$ cat config.mk
export PLATFORM = sky130hd
export DESIGN_NAME = usb_rx_frontend_flat
export DESIGN_NICKNAME = d
export VERILOG_FILES = /design/src/rtl/usb_rx_frontend_if.sv /design/src/rtl/usb_rx_frontend.sv /design/src/flat_wrapper.sv
export SDC_FILE = /design/constraint.sdc
export NUM_CORES = 1
export LEC_CHECK = 0
export CELL_PAD_IN_SITES_DETAIL_PLACEMENT = 0
export CELL_PAD_IN_SITES_GLOBAL_PLACEMENT = 1
export CORE_MARGIN = 8
export CORE_UTILIZATION = 45
export CTS_BUF_LIST = sky130_fd_sc_hd__clkbuf_2 sky130_fd_sc_hd__clkbuf_4 sky130_fd_sc_hd__clkbuf_8
export DETAILED_ROUTE_END_ITERATION = 12
export PLACE_DENSITY_LB_ADDON = 0.1
export SYNTH_ARGS = -nofsm -noshare
export SYNTH_HDL_FRONTEND = slang
export SYNTH_SLANG_ARGS = --single-unit
export TNS_END_PERCENT = 50
$ cat constraint.sdc
create_clock -name clk_i -period 1.85 [get_ports clk_i]
set_input_delay 0.37 -clock clk_i [delete_from_list [all_inputs] [get_ports clk_i]]
set_output_delay 0.37 -clock clk_i [all_outputs]
set_load 0.01 [all_outputs]
$ cat src/rtl/usb_rx_frontend_if.sv
// Pin and decoded-output bundle for the USB receive front end.
// The pin driver owns dp/dm; the front end owns everything it reports.
interface usb_rx_frontend_if;
  logic       dp_i;
  logic       dm_i;
  logic [1:0] line_state_o;
  logic       bit_strobe_o;
  logic [1:0] rx_state_o;
  logic       eop_o;
  logic       bus_reset_o;

  modport master (
    output dp_i, dm_i,
    input  line_state_o, bit_strobe_o, rx_state_o, eop_o, bus_reset_o
  );

  modport slave (
    input  dp_i, dm_i,
    output line_state_o, bit_strobe_o, rx_state_o, eop_o, bus_reset_o
  );
endinterface

$ cat src/rtl/usb_rx_frontend.sv
// USB receive front end: pin synchroniser, glitch filter, 4-phase DPLL,
// end-of-packet and bus-reset detection. clk_i runs at 4x the bit rate.
module usb_rx_frontend #(
  parameter bit          USB_FULL_SPEED = 1'b1,
  parameter int unsigned RESET_CYCLES   = 120
) (
  input  logic              clk_i,
  input  logic              rst_i,
  usb_rx_frontend_if.slave  bus
);

  typedef enum logic [1:0] {
    LS_SE0 = 2'b00,
    LS_J   = 2'b01,
    LS_K   = 2'b10,
    LS_SE1 = 2'b11
  } line_t;

  localparam int unsigned     CW     = $clog2(RESET_CYCLES + 1);
  localparam logic [CW-1:0]   RC_MAX = CW'(RESET_CYCLES);

  line_t          dec;
  line_t          s1_q, s2_q, s3_q;
  line_t          filt_q, filt_d;
  line_t          rx_q, rx_d;
  logic [1:0]     phase_q, phase_d;
  logic           strobe_q, strobe_d;
  logic           eop_q, eop_d;
  logic           se0_seen_q, se0_seen_d;
  logic [CW-1:0]  cnt_q, cnt_d;
  logic           bus_reset_q, bus_reset_d;
  logic           line_edge;

  // J/K pin polarity swaps between full and low speed.
  always_comb begin
    dec = LS_SE1;
    unique case ({bus.dp_i, bus.dm_i})
      2'b00:   dec = LS_SE0;
      2'b10:   dec = USB_FULL_SPEED ? LS_J : LS_K;
      2'b01:   dec = USB_FULL_SPEED ? LS_K : LS_J;
      default: dec = LS_SE1;
    endcase
  end

  always_comb begin
    filt_d     = (s2_q == s3_q) ? s2_q : filt_q;
    line_edge  = (filt_d != filt_q);
    phase_d    = line_edge ? '0 : phase_q + 2'd1;
    strobe_d   = (phase_d == 2'd2);
    rx_d       = strobe_d ? filt_d : rx_q;
    eop_d      = strobe_d && (filt_d == LS_J) && se0_seen_q;
    se0_seen_d = strobe_d ? (filt_d == LS_SE0) : se0_seen_q;

    if (filt_d != LS_SE0)
      cnt_d = '0;
    else if (cnt_q == RC_MAX)
      cnt_d = cnt_q;
    else
      cnt_d = cnt_q + CW'(1);
    bus_reset_d = (cnt_d == RC_MAX);
  end

  always_ff @(posedge clk_i or posedge rst_i) begin
    if (rst_i) begin
      s1_q        <= LS_J;
      s2_q        <= LS_J;
      s3_q        <= LS_J;
      filt_q      <= LS_J;
      phase_q     <= '0;
      strobe_q    <= 1'b0;
      rx_q        <= LS_J;
      eop_q       <= 1'b0;
      se0_seen_q  <= 1'b0;
      cnt_q       <= '0;
      bus_reset_q <= 1'b0;
    end else begin
      s1_q        <= dec;
      s2_q        <= s1_q;
      s3_q        <= s2_q;
      filt_q      <= filt_d;
      phase_q     <= phase_d;
      strobe_q    <= strobe_d;
      rx_q        <= rx_d;
      eop_q       <= eop_d;
      se0_seen_q  <= se0_seen_d;
      cnt_q       <= cnt_d;
      bus_reset_q <= bus_reset_d;
    end
  end

  assign bus.line_state_o = filt_q;
  assign bus.bit_strobe_o = strobe_q;
  assign bus.rx_state_o   = rx_q;
  assign bus.eop_o        = eop_q;
  assign bus.bus_reset_o  = bus_reset_q;

endmodule
$ cat src/flat_wrapper.sv
// flat-port wrapper written by rule: the top's interface ports become plain ports
module usb_rx_frontend_flat 
#(
  parameter bit          USB_FULL_SPEED = 1'b1,
  parameter int unsigned RESET_CYCLES   = 120
)
  (clk_i, rst_i, bus_dp_i, bus_dm_i, bus_line_state_o, bus_bit_strobe_o, bus_rx_state_o, bus_eop_o, bus_bus_reset_o);
  usb_rx_frontend_if bus_i ();
  input  logic clk_i;
  input  logic rst_i;
  input wire logic [$bits(bus_i.dp_i)-1:0] bus_dp_i;
  input wire logic [$bits(bus_i.dm_i)-1:0] bus_dm_i;
  output wire logic [$bits(bus_i.line_state_o)-1:0] bus_line_state_o;
  output wire logic [$bits(bus_i.bit_strobe_o)-1:0] bus_bit_strobe_o;
  output wire logic [$bits(bus_i.rx_state_o)-1:0] bus_rx_state_o;
  output wire logic [$bits(bus_i.eop_o)-1:0] bus_eop_o;
  output wire logic [$bits(bus_i.bus_reset_o)-1:0] bus_bus_reset_o;
  assign bus_i.dp_i = bus_dp_i;
  assign bus_i.dm_i = bus_dm_i;
  assign bus_line_state_o = bus_i.line_state_o;
  assign bus_bit_strobe_o = bus_i.bit_strobe_o;
  assign bus_rx_state_o = bus_i.rx_state_o;
  assign bus_eop_o = bus_i.eop_o;
  assign bus_bus_reset_o = bus_i.bus_reset_o;
  usb_rx_frontend #(.USB_FULL_SPEED(USB_FULL_SPEED), .RESET_CYCLES(RESET_CYCLES)) u_core (.clk_i(clk_i), .rst_i(rst_i), .bus(bus_i));
endmodule
==> flow_summary.json <==
{
  "status": "finished clean",
  "clock_latency_ns": 0.30,
  "chipHeight_um": 64.6,
  "endpoint_kind": "output pin",
  "path_cells": "clkdlybuf4s50_1",
  "routed_wl_um": 1630,
  "ys_top_cells_by_area": "dfrtp_1 42%, dfstp_2 12%, xnor2_1 7.4%",
  "finalNetCount": 112,
  "antennaDiodeCount": 0,
  "ir_worst_vdd_mv": 0.661,
  "crit_type": "register to output pin",
  "post_drt_wl_per_cell_um": 12.3,
  "cap_viol_max_count": 0,
  "synthToLayoutAreaGrowth_pct": 14.5,
  "synth.largest_area_cell": "dfrtp_1",
  "cts_made_buffers": 3,
  "fin_cells": 133,
  "antenna_found_initial": 0,
  "rows": 17,
  "grt_pass1_wl_um": 2890,
  "ant_nets": 0,
  "synth_nets": 100,
  "die_x_um": 64.6,
  "cts_tree": "done",
  "cp_top_family": "flip-flops",
  "syn_area_um2": 1060,
  "critPathMaxFanout": 5,
  "final-hold-violation-count": 0,
  "crit_required_ns": 1.48,
  "core-area_um2": 2230,
  "cpMaxStageDelayCell": "dfstp_2",
  "placed_cells": 129,
  "viasPerCell": 5.10,
  "cts_root_buf": "clkbuf_4",
  "r2r_slack_ns": 0.13,
  "grt_pass1_vias": 677,
  "drt_iter0_markers": 10,
  "place.gp.congestion": 0.811,
  "max_freq_mhz": 560,
  "layout-drive-gt1-share_pct": 15.2,
  "finalCritPeriodShare_pct": 96.5,
  "gr-usage-all-layers_pct": 8.48,
  "start_util_pct": 47.7,
  "cp.depth": 1,
  "synth.distinct_cells": 29,
  "port_buffers": 10,
  "setup_tns_ns": 0,
  "worstSetupEndpoint": "bus_line_state_o[0]",
  "htreeDepth": 1,
  "grt.overflow.total": 0,
  "tightest_slew_ns": 0.411,
  "startpoint_type": "register",
  "rr_worst_depth": 4,
  "r2r-end": "u_core.bus.rx_state_o[1]",
  "synth_flop_cell": "dfrtp_1",
  "setup_viol": 0,
  "critPathBufInv": 1,
  "num_vias": 678,
  "drcViolationCount": 0,
  "leakagePower_nw": 0.494,
  "drt_pass1_iterations": 4,
  "avgSynthCellArea_um2": 11.3,
  "dp_hpwl_um": 1260,
  "p_per_area_nw_per_um2": 952,
  "clk_pin_slew_ns": 0.10,
  "synth_async_sr_flop_share_pct": 100,
  "grt_max_degree": 24,
  "grt_setup_unrepaired": "false",
  "ctsResizeCount": 0,
  "min_period_ns": 1.79,
  "slowest_delay_ns": 0.58,
  "die-area_um2": 4180,
  "hold_path_class": "register to register",
  "cts_buffer_depth": 2,
  "multiInputGateArea_um2": 440,
  "slew_headroom_pct": 72.6,
  "skew_ns": 0.0137,
  "syn_inst": 94,
  "r2r_start": "u_core.s3_q[0]",
  "crit_start": "u_core.bus.line_state_o[0]",
  "post-cts-setup-buffers": 0,
  "seq_area_um2": 582,
  "synth_seq_cells": 23,
  "slew_violations": 0,
  "ys_seq_area_share_pct": 54.6,
  "synth_top_area_share_pct": 42.3,
  "cp.arrival_ns": 1.42,
  "synth-edff-count": 0,
  "fillCellCount": 208,
  "cts.sinks": 23,
  "yosysWarnings": 0,
  "pin_count": 11,
  "ctsHoldBuffers": 0
}
==> synthesized netlist by cell type, types with 2 or more instances <==
cell	instances
a21oi_1	3
clkbuf_1	3
dfrtp_1	18
dfstp_2	5
ha_1	2
inv_1	7
mux2_4	2
mux2i_1	2
nand2_1	4
nand3_1	3
nor2_1	12
nor3_1	2
o21ai_0	4
xnor2_1	9
xor2_1	4
==> per-layer routing <==
layer | up-vias | global-route usage, % | wire, um
met1 | 327 | 11.2 | 857
met5 | - | 0 | 0
met3 | 2 | 3.95 | 74
met2 | 9 | 12.4 | 687
li1 | 340 | - | -
met4 | 0 | 1.63 | 14
==> per-stage QoR <==
step | total power (W) | hold WS, ns | utilization, % | cell area [um2] | setup slack, ns
5_1_grt | 0.00123 | 0.372 | 54.6 | 1220 | 0.0129
3_5_place_dp | 0.000962 | 0.346 | 53.3 | 1190 | 0.118
4_1_cts | 0.00118 | 0.370 | 54.6 | 1220 | 0.0393
2_1_floorplan | 0.000847 | 0.331 | - | 1060 | 0.237
3_3_place_gp | 0.000957 | 0.341 | 53.3 | 1190 | 0.175
6_report | 0.00116 | 0.365 | 54.6 | 1220 | 0.0649
==> registers in the layout, summed over array words and instances, names as in the netlist <==
| register | count |
|---|---|
| u_core.bus.line_state_o | 2 |
| u_core.s3_q | 2 |
| u_core.phase_q | 2 |
| u_core.s2_q | 2 |
| u_core.se0_seen_q | 1 |
| u_core.cnt_q | 7 |
| u_core.bus.bus_reset_o | 1 |
| u_core.s1_q | 2 |
| u_core.bus.bit_strobe_o | 1 |
| u_core.bus.eop_o | 1 |
| u_core.bus.rx_state_o | 2 |
==> cells by family after synthesis <==
family,count (synthesis),synth area share [%]
adders and majority gates,2,2.35
muxes,5,5.76
and+or+nand+nor,28,14.3
DFF,23,54.6
AOI/OAI and AO/OA,12,8.23
xor gates and xnor gates,13,10.7
buffers and inverters,11,4.00
==> cell type report <==
class | count | share of cell area, %
Clock buffer | 3 | 1.85
Clock inverter | 1 | 0.411
Tap cell | 28 | 2.87
Inverter | 7 | 2.16
Sequential cell | 23 | 47.7
Timing Repair Buffer | 11 | 8.83
Multi-Input combinational cell | 60 | 36.1
==> how the worst min path moves through the flow <==
stage	from	to	slack, ns	depth (start not counted)
2_1_floorplan	u_core.s1_q[1]	u_core.s2_q[1]	0.33	0
3_3_place_gp	u_core.s1_q[1]	u_core.s2_q[1]	0.34	0
3_5_place_dp	u_core.s1_q[1]	u_core.s2_q[1]	0.35	0
4_1_cts	u_core.s1_q[0]	u_core.s2_q[0]	0.37	0
5_1_grt	u_core.s1_q[0]	u_core.s2_q[0]	0.37	0
6_report	u_core.s1_q[0]	u_core.s2_q[0]	0.36	0
==> cells in the final DEF (no fill, tap or decap), types with 4 or more instances in the layout <==
cell type        instances
xnor2_1                  9
nand2_1                  4
dfstp_2                  5
xor2_1                   4
clkdlybuf4s50_1         10
inv_1                    7
o21ai_0                  4
nor2_1                  12
dfrtp_1                 18
==> power breakdown <==
part           internal (W)  switching (W)
sequential         0.000589      0.0000612
clock             0.0000805       0.000135
combinational      0.000171       0.000124
(Power assumes the default switching activity.)
